$ cat src/rtl/tetromino_bag_dispenser.sv
// 7-bag tetromino dispenser: rejection-samples LFSR bits into a bag, queues pieces with preview.
// Optional macro DISPENSER_STATS_EN adds saturating reject/fallback counters.
module tetromino_bag_dispenser #(
    parameter int DEPTH     = 4,
    parameter int MAX_TRIES = 8,
    parameter int WARMUP    = 16
) (
    input  logic        clk,
    input  logic        rst,
    input  logic [2:0]  rand_bits,
    output logic        piece_valid,
    input  logic        piece_ready,
    output logic [2:0]  piece_id,
    output logic [2:0]  preview_id,
    output logic [2:0]  bag_remaining
`ifdef DISPENSER_STATS_EN
    ,
    output logic [15:0] reject_count,
    output logic [15:0] fallback_count
`endif
);
    localparam int TW = $clog2(MAX_TRIES + 1);
    localparam int CW = $clog2(DEPTH + 1);

    typedef enum logic [1:0] {S_WARMUP, S_DRAW, S_FULL} state_e;

    state_e          state_q, state_d;
    logic [15:0]     wcnt_q, wcnt_d;
    logic [TW-1:0]   try_q, try_d;
    logic [6:0]      bag_q, bag_d, bag_clr;
    logic [2:0]      q_q [DEPTH];
    logic [2:0]      q_d [DEPTH];
    logic [CW-1:0]   cnt_q, cnt_d, wr_idx;

    logic       pop, push, accept, reject, fallback, in_draw, s_hit;
    logic [2:0] low_id, push_id;
    logic [7:0] bag_ext;

    assign in_draw  = (state_q == S_DRAW);
    assign pop      = (cnt_q != '0) && piece_ready;
    assign bag_ext  = {bag_q, 1'b0};
    // bag_ext[0] is always 0, so a zero sample is rejected without a special case
    assign s_hit    = bag_ext[rand_bits];
    assign fallback = in_draw && (try_q == TW'(MAX_TRIES));
    assign accept   = in_draw && !fallback && s_hit;
    assign reject   = in_draw && !fallback && !s_hit;
    assign push     = fallback || accept;
    assign push_id  = fallback ? low_id : rand_bits;
    assign wr_idx   = cnt_q - CW'(pop);

    always_comb begin
        low_id = 3'd0;
        for (int i = 6; i >= 0; i--)
            if (bag_q[i]) low_id = 3'(i + 1);
    end

    always_comb begin
        bag_clr = bag_q & ~7'((8'd1 << push_id) >> 1);
        bag_d   = bag_q;
        if (push) bag_d = (bag_clr == 7'h00) ? 7'h7F : bag_clr;
    end

    always_comb begin
        try_d = try_q;
        if (push)        try_d = '0;
        else if (reject) try_d = try_q + TW'(1);
    end

    always_comb begin
        wcnt_d = wcnt_q;
        if (state_q == S_WARMUP && wcnt_q != 16'(WARMUP)) wcnt_d = wcnt_q + 16'd1;
    end

    // Shift-style queue: entry 0 is the head, entry 1 the preview.
    always_comb begin
        for (int i = 0; i < DEPTH; i++) begin
            q_d[i] = q_q[i];
            if (pop) q_d[i] = (i < DEPTH - 1) ? q_q[i + 1] : 3'd0;
            if (push && (CW'(i) == wr_idx)) q_d[i] = push_id;
        end
        cnt_d = cnt_q + CW'(push) - CW'(pop);
    end

    always_ff @(posedge clk) begin
        if (rst) state_q <= S_WARMUP;
        else     state_q <= state_d;
    end

    always_comb begin
        state_d = state_q;
        unique case (state_q)
            S_WARMUP: if (wcnt_q == 16'(WARMUP)) state_d = S_DRAW;
            S_DRAW:   if (cnt_d == CW'(DEPTH))   state_d = S_FULL;
            S_FULL:   if (pop)                   state_d = S_DRAW;
            default:  state_d = S_WARMUP;
        endcase
    end

    always_comb begin
        piece_valid   = (cnt_q != '0);
        piece_id      = piece_valid ? q_q[0] : 3'd0;
        preview_id    = (cnt_q >= CW'(2)) ? q_q[1] : 3'd0;
        bag_remaining = 3'd0;
        for (int i = 0; i < 7; i++) bag_remaining = bag_remaining + {2'b00, bag_q[i]};
    end

    always_ff @(posedge clk) begin
        if (rst) begin
            wcnt_q <= '0;
            try_q  <= '0;
            bag_q  <= 7'h7F;
            cnt_q  <= '0;
            for (int i = 0; i < DEPTH; i++) q_q[i] <= 3'd0;
        end else begin
            wcnt_q <= wcnt_d;
            try_q  <= try_d;
            bag_q  <= bag_d;
            cnt_q  <= cnt_d;
            for (int i = 0; i < DEPTH; i++) q_q[i] <= q_d[i];
        end
    end

`ifdef DISPENSER_STATS_EN
    logic [15:0] rej_q, fb_q;

    always_ff @(posedge clk) begin
        if (rst) begin
            rej_q <= '0;
            fb_q  <= '0;
        end else begin
            if (reject && rej_q != 16'hFFFF)  rej_q <= rej_q + 16'd1;
            if (fallback && fb_q != 16'hFFFF) fb_q  <= fb_q + 16'd1;
        end
    end

    assign reject_count   = rej_q;
    assign fallback_count = fb_q;
`endif

endmodule
$ cat config.mk
export PLATFORM = sky130hd
export DESIGN_NAME = tetromino_bag_dispenser
export DESIGN_NICKNAME = d
export VERILOG_FILES = /design/src/rtl/tetromino_bag_dispenser.sv
export SDC_FILE = /design/constraint.sdc
export NUM_CORES = 1
export LEC_CHECK = 0
export BUFFER_PORTS_ARGS = -buffer_cell sky130_fd_sc_hd__clkbuf_2
export CAP_MARGIN = 10
export CORE_MARGIN = 5
export CORE_UTILIZATION = 60
export DETAILED_ROUTE_END_ITERATION = 7
export PLACE_DENSITY = 0.79
export SYNTH_ARGS = -nofsm -noshare
export SYNTH_HDL_FRONTEND = slang
export SYNTH_SLANG_ARGS = --single-unit
$ cat constraint.sdc
create_clock -name clk -period 3.55 [get_ports clk]
set_clock_uncertainty 0.2 [all_clocks]
set_input_delay 0.5325 -clock clk [delete_from_list [all_inputs] [get_ports clk]]
set_output_delay 0.5325 -clock clk [all_outputs]
set_load 0.01 [all_outputs]
Word-level counts from Yosys, hierarchy flattened. Memory sizes are Yosys's and may differ from the RTL's. Index checks and enable logic that the tools add are counted.

Register bits: 32. Bits in writable memories: 12. Output and inout port bits: 10. Memories: 1.

$add $sub $neg: 11. Order comparisons: 2. Equality and inequality tests: 12. Shifts and indexed selects: 1. Multiplexer cells: 32. Bitwise operators: 6. Reductions and logical operators: 19.

Memories: q_q (words 4, width 3, read ports 4, clocked after Yosys merged registers in 0, write ports 4, line 31) `logic [2:0] q_q [DEPTH];`.

Operators by type and width (number): $mux 3 (22); $add 16x1->16 const B (1); $eq 16x5->1 const B (1); $ne 16x5->1 const B (1); $add 3x1->3 (5); $logic_and 1x1->1 (10); $shl 1x3->8 const A (1); $and 7x7->7 (1); $logic_not 7->1 (1); $mux 7 (1); $not 7->7 (1); $eq 2x3->1 const A (2); $mux 2 (3); $pmux 2 s3 (1); $sub 3x1->3 (2); $add 4x1->4 const B (1); $eq 4x4->1 const B (1); $lt 3x4->1 const B (1); $mux 1 (4); $ne 2x1->1 const B (2); $or 1x1->1 (4); $add 2x1->3 (1); $bmux 1 s3 (1); $eq 1x3->1 const A (1); other kinds (13) (14).

Longest topological paths before layout. Gate-level depths: netlist (run 1).

Word-level depth: 13. Mapped depth: 14. Gate-level depth less buffers: 13.

Worst setup path before layout (run 1). OpenSTA, ideal clock, no wires.

Kind: input -> register. From: in rand_bits[0]. To: reg state_q[0]. Setup time: 129 ps. Arrival: 2797 ps. Data required time: 3221 ps. Setup slack: 424 ps. Cell stages on the path: 12. Path buffers: 1. Cell sequence: mux4_2 -> a211o_1 -> nand2_4 -> buf_2 -> xnor2_1 -> ha_1 -> fa_1 -> xor2_1 -> nor3_1 -> nor2_1 -> nor2_1 -> nor3_1.

Longest elaborated chain between the ends: 9.

RTL lines: start: declaration (line 10) `input logic [2:0] rand_bits,`; $bmux 1 s3 (line 43) `assign s_hit = bag_ext[rand_bits];`; $mux 1 (not written as such) (line 43); $logic_and 1x1->1 (line 45) `assign accept = in_draw && !fallback && s_hit;`; $logic_or 1x1->1 (line 47) `assign push = fallback || accept;`; $add 3x1->3 (line 81) `cnt_d = cnt_q + CW'(push) - CW'(pop);`; $sub 3x1->3 (line 81); $eq 3x3->1 (line 93) `S_DRAW: if (cnt_d == CW'(DEPTH)) state_d = S_FULL;`; $ne 2x1->1 (no source line); $reduce_and 3->1 (no source line); end signal: assignment (line 86) `else state_q <= state_d;`; end: declaration (line 27) `state_e state_q, state_d;`.

No other way between the ends. The select of a mux whose other input is x is not followed. A chain may end at the register's enable or synchronous reset.

Worst setup path in the final report (run 1).
From: reg bag_q[0]. To: out bag_remaining[1].

Longest elaborated chain between the ends: 6.

RTL lines: start: declaration (line 30) `logic [6:0] bag_q, bag_d, bag_clr;`; start signal: assignment (line 117) `bag_q <= bag_d;`; $add 1x1->2 (line 104) `for (int i = 0; i < 7; i++) bag_remaining = bag_remaining + {2'b00, bag_q[i]};`; $add 2x1->3 (line 104); $add 3x1->3 (4 in series) (line 104); end: declaration (line 15) `output logic [2:0] bag_remaining`.

No other way between the ends.

==> flow_metrics.tcl, run 1 <==
set metrics [dict create \
    crit_path_top_delay_cell "fa_1" \
    first_iter_violations 187 \
    synthTopCellsByArea "dfxtp_1, a211oi_1, nor2_1" \
    dp_slack_ns 0.283 \
    mostFrequentLayoutCells "dfxtp_1, nor2_1, a211oi_1" \
    cp_common_cell "fa_1" \
    critPathLaunch "bag_q[0]" \
    viasPerCell 5.92 \
    clk_latency_ns 0.30 \
    slowest_delay_ns 0.54 \
    critPathKind "register to primary output" \
    clkSlewWorstSetupHoldPaths_ns 0.08 \
    cap_violations 0 \
    synthToLayoutAreaGrowth_pct 8.34 \
    cts_max_level 2 \
    syn-num-nets 301 \
    grt_max_degree 34 \
    drcViolationCount 0 \
    die_w_um 75.4 \
    globalRouteOverflowTotal 0 \
    cts_tree "built" \
    wirelength_mm 5.08 \
    pin_count 16 \
    end_kind "primary output" \
    fmax_mhz 291 \
    ctsRootBufferMaster "clkbuf_8" \
    dr.pass1.iters 4 \
    final_area_mm2 0.00278 \
    maxSlewHeadroom_pct 46.9 \
    async_reset_ff_share_pct 0 \
    grt_pass1_wl_mm 8.79 \
    fillCellCount 340 \
    grt_usage_pct 20.0 \
    hold_buffers 0 \
    finalNonFillerCells 352 \
    cpLargestDelayFamily "adder cells" \
    dp_hpwl_mm 3.71 \
    path_buf_inv 5 \
    cp_max_fo 5 \
    outcome "finished, final reports clean" \
    synthFlopType "dfxtp_1" \
    io_buffers 15 \
    hold_violations 0 \
    syn_area_mm2 0.00256 \
    gp_congestion 0.918 \
    coreArea_mm2 0.00409 \
    yosys_warnings 0 \
    p_leak_nw 1.02 \
    drive_gt1_share_pct 18.2 \
    die_y_um 75.4 \
    grt_antenna_before_repair 0 \
    required_ns 2.82 \
    fin_crit_sh_pct 96.9 \
    place_area_mm2 0.00268 \
    final.min_clock_period_ns 3.44 \
    worstMarginPinSlew_ns 0.796 \
    dp_cells 344 \
    die-area_mm2 0.00568 \
    synth_top_area_cell "dfxtp_1" \
    postRouteAntennaNets 0 \
    syn_area_per_cell_um2 9.10 \
    cts_max_path_buffers 2 \
    cts_sinks 44 \
    synth_cells 282 \
    cp_cell_sequence "fa_1 -> inv_2 -> fa_1 -> inv_1 -> fa_2 -> inv_2 -> fa_1 -> inv_1 -> buf_2" \
    fin_nets 321 \
    synth-edff-count 0 \
    peakVddDrop_v 0.000192 \
    critPathLaunchType "register" \
    hp-start "q_q[3][0]" \
    yosys_register_bits 44 \
    crit_arrival_ns 2.71 \
    numCtsBuffers 5 \
    slew_violations 0 \
    layout_commonest_cell "dfxtp_1" \
    final.setup.worst_slack_ns 0.111 \
    vias 2084 \
    finalSetupViolCount 0 \
    initial_core_util_pct 62.8 \
    holdCritPathClass "register to register" \
    grt_setup_unrepaired "true" \
    n_antenna_cell 0 \
    routedWlPerCell_um 14.4 \
    r2r-start "bag_q[5]" \
    synth_top_area_share_pct 34.3 \
    rows 23 \
    synth-seq-area-share_pct 34.3 \
    grt_pass1_vias 1941 \
    power_density_mw_per_mm2 414 \
    synth.distinct_cells 59 \
]
synth_stat cells (2+ instances only):
cell	number
dfxtp_1	44
nor2_1	32
inv_1	20
a211oi_1	19
nand2_1	18
and2_1	16
xor2_1	11
a21oi_1	10
ha_1	8
nand3_1	7
o211ai_1	6
o21ai_0	6
o31ai_1	6
clkbuf_1	5
fa_1	5
or3_1	5
xnor2_1	5
buf_2	4
nand4_1	4
mux2i_1	3
nor3_1	3
nor4_1	3
mux2_1	2
nand2b_4	2
nor2b_1	2
nor4b_2	2
o32ai_1	2
worst paths after layout:
path,end,slack (ns),depth (start not counted)
max,bag_remaining[1],0.11,9
min reg2reg,q_q[3][0],0.29,2
min,q_q[3][0],0.29,2
max reg2reg,state_q[0],0.60,11
area by class of cell:
class / count / area (um^2) / area share (%)
Sequential cell: 44 / 888 / 32.0
Clock inverter: 2 / 12.5 / 0.450
Tap cell: 50 / 62.6 / 2.25
Multi-Input combinational cell: 207 / 1530 / 55.0
Clock buffer: 5 / 68.8 / 2.48
Inverter: 20 / 75.1 / 2.70
Timing Repair Buffer: 24 / 143 / 5.13
metrics by stage:
stage / utilization, % / TNS (ns) / power [W] / hold slack (ns)
detailed placement: 65.6 / 0 / 0.000867 / 0.278
global placement: 65.6 / 0 / 0.000859 / 0.282
CTS: 67.6 / 0 / 0.00116 / 0.293
floorplan: - / 0 / 0.000785 / 0.262
finish: 68.0 / 0 / 0.00115 / 0.293
global route: 68.0 / -0.00266 / 0.00124 / 0.323
kinds of logic (layout without fill, tap and decap cells):
family	after synthesis	count (layout)	share of synthesized area (%)
simple gates	109	109	24.2
compound gates	63	63	19.1
flops	44	44	34.3
buf+inv	31	51	6.15
xor+xnor	16	16	5.46
fa+ha+maj	13	13	7.81
mux	6	6	2.93
layer usage:
layer / track usage, % / share of wire (%)
met1: 26.8 / 49
met2: 30.2 / 44
met3: 6.99 / 6.5
met4: 6.80 / 1.2
met5: 0 / 0
registers in the layout, summed over array words and instances, names as in the netlist:
register,count
wcnt_q,16
q_q,12
bag_q,7
try_q,4
cnt_q,3
state_q,2
worst min-delay path, stage by stage (launching register included):
cell,delay (ns)
dfxtp_1,0.32
nand3b_1,0.07
a21oi_1,0.06
power by group:
group / internal (W) / switching [W]
combinational: 0.000120 / 0.000212
clock: 0.000133 / 0.000164
sequential: 0.000510 / 0.0000124
what timing repair did:
| item | CTS | global route |
|---|---|---|
| endpoints found under the setup margin | 1 | 1 |
| buffers inserted | 0 | 1 |
| gates resized for setup | 1 | 7 |
Note: power is estimated with default switching activity, not from simulation.
==> inputs of run 2 (changes only) <==
--- a/config.mk
+++ b/config.mk
@@ -8,5 +8,5 @@
 export BUFFER_PORTS_ARGS = -buffer_cell sky130_fd_sc_hd__clkbuf_2
 export CAP_MARGIN = 10
-export CORE_MARGIN = 5
+export CORE_MARGIN = 8
 export CORE_UTILIZATION = 60
 export DETAILED_ROUTE_END_ITERATION = 7
==> constraint.sdc (replaced) <==
create_clock -name clk -period 3.55 [get_ports clk]
set_clock_uncertainty 0.2 [all_clocks]
set_input_delay 0.1775 -clock clk [delete_from_list [all_inputs] [get_ports clk]]
set_output_delay 0.1775 -clock clk [all_outputs]
set_load 0.01 [all_outputs]
==> flow_metrics.tcl, run 2 (synthesis results as in run 1) <==
set metrics [dict create \
    outcome "finished, final reports clean" \
    reg.largest.list "wcnt_q (16), q_q (12), bag_q (7)" \
    max_flop_register "wcnt_q" \
    viasPerCell 5.86 \
    pin_count 16 \
    cp_max_fo 7 \
    setup_tns_ns 0 \
    cts_tree "built" \
    globalRouteOverflowTotal 0 \
    fillCellCount 316 \
    wirelength_mm 5.04 \
    cts_max_path_buffers 2 \
    r2r_slack_ns 0.50 \
    postRouteAntennaNets 0 \
    post_cts_buffers 0 \
    vias 2044 \
    required_ns 3.17 \
    finalSetupViolCount 0 \
    maxSlewHeadroom_pct 46.8 \
    holdCritPathClass "input port to register" \
    drcViolationCount 0 \
    critPathLaunch "bag_q[0]" \
    end_kind "primary output" \
    crit_arrival_ns 2.85 \
    grt_antenna_before_repair 0 \
    coreArea_mm2 0.00406 \
    gp_congestion 0.827 \
    worstMarginPinSlew_ns 0.798 \
    die-area_mm2 0.00662 \
    synthToLayoutAreaGrowth_pct 9.80 \
    clkSlewWorstSetupHoldPaths_ns 0.08 \
    drive_gt1_share_pct 15.7 \
    grt_usage_pct 16.2 \
    fmax_mhz 310 \
    hold_violations 0 \
    cap_violations 0 \
    n_antenna_cell 0 \
    dr.pass1.iters 4 \
    grt_pass1_wl_mm 8.79 \
    p_leak_nw 1.05 \
    hp-start "piece_ready" \
    r2r-start "bag_q[2]" \
    clk_latency_ns 0.29 \
    grt_pass1_vias 1941 \
    first_iter_violations 159 \
    grt_setup_unrepaired "false" \
    layout_commonest_cell "dfxtp_1" \
    fin_nets 317 \
    mostFrequentLayoutCells "dfxtp_1, nor2_1, inv_1" \
    cts_sinks 44 \
    fin_crit_sh_pct 90.8 \
    peakVddDrop_v 0.000307 \
    grt_max_degree 35 \
    die_w_um 81.4 \
    hold_buffers 0 \
    critPathKind "register to primary output" \
    slew_violations 0 \
    power_density_mw_per_mm2 489 \
    largest_reg_flops 16 \
    seqCellArea_um2 881 \
    dp_hpwl_mm 3.63 \
    multi_input_area_mm2 0.00153 \
    die_y_um 81.4 \
    cts_resized 0 \
    io_buffers 15 \
    numCtsBuffers 5 \
    initial_core_util_pct 63.2 \
    cts_max_level 2 \
    final_core_util_pct 69.4 \
    critPathLaunchType "register" \
    rows 23 \
    ctsRootBufferMaster "clkbuf_8" \
    routedWlPerCell_um 14.4 \
    final.min_clock_period_ns 3.22 \
]
[run 2: cell count changes in the layout (fill, tap and decap cells not counted), sizes merged]
cell | before | now
buf | 10 | 5
bufinv | 0 | 3
clkbuf | 19 | 20
clkinv | 1 | 0
clkinvlp | 1 | 0
[run 2: power breakdown]
| group | switching [W] | internal [W] | leakage (nW) |
|---|---|---|---|
| registers | 0.0000140 | 0.000511 | 0.356 |
| logic | 0.000210 | 0.000119 | 0.614 |
| clock network | 0.000170 | 0.000352 | 0.0784 |
[run 2: per-layer routing]
| metal | GRT usage [%] | share of wire [%] | up-vias |
|---|---|---|---|
| met5 | 0 | 0 | - |
| met3 | 4.08 | 3.9 | 8 |
| met1 | 20.7 | 47 | 962 |
| met4 | 5.18 | 0.97 | 0 |
| met2 | 26.2 | 48 | 32 |
| li1 | - | - | 1042 |
[run 2: critical path: stages (launching register included)]
cell      delay (ns)
dfxtp_1         0.40
fa_1            0.55
inv_1           0.05
fa_1            0.47
inv_1           0.05
fa_1            0.35
inv_1           0.09
fa_1            0.41
inv_1           0.06
clkbuf_2        0.12
[run 2: path summary, 6_finish.rpt]
path                      endpoint  cells past startpoint
setup reg to reg        state_q[0]                     11
setup / recovery  bag_remaining[1]                      9
hold reg to reg          q_q[3][0]                      2
hold / removal           q_q[3][0]                      5
[run 2: through the flow]
step	cell area (um^2)	power, W	hold slack (ns)	std cells	setup slack [ns]
finish	2820	0.00138	0.211	349	0.327
global route	2820	0.00145	0.237	349	0.185
CTS	2820	0.00139	0.216	349	0.311
detailed placement	2660	0.000864	0.282	341	0.524
global placement	2660	0.000853	0.275	341	0.592
floorplan	2560	0.000785	0.262	282	0.603
[run 2: area by class of cell]
type,instances,area share [%]
multi-input combinational,207,54.2
sequential,44,31.3
timing repair buffer,20,4.00
clock inverter,3,3.20
inverter,20,2.67
clock buffer,5,2.44
tap,50,2.22
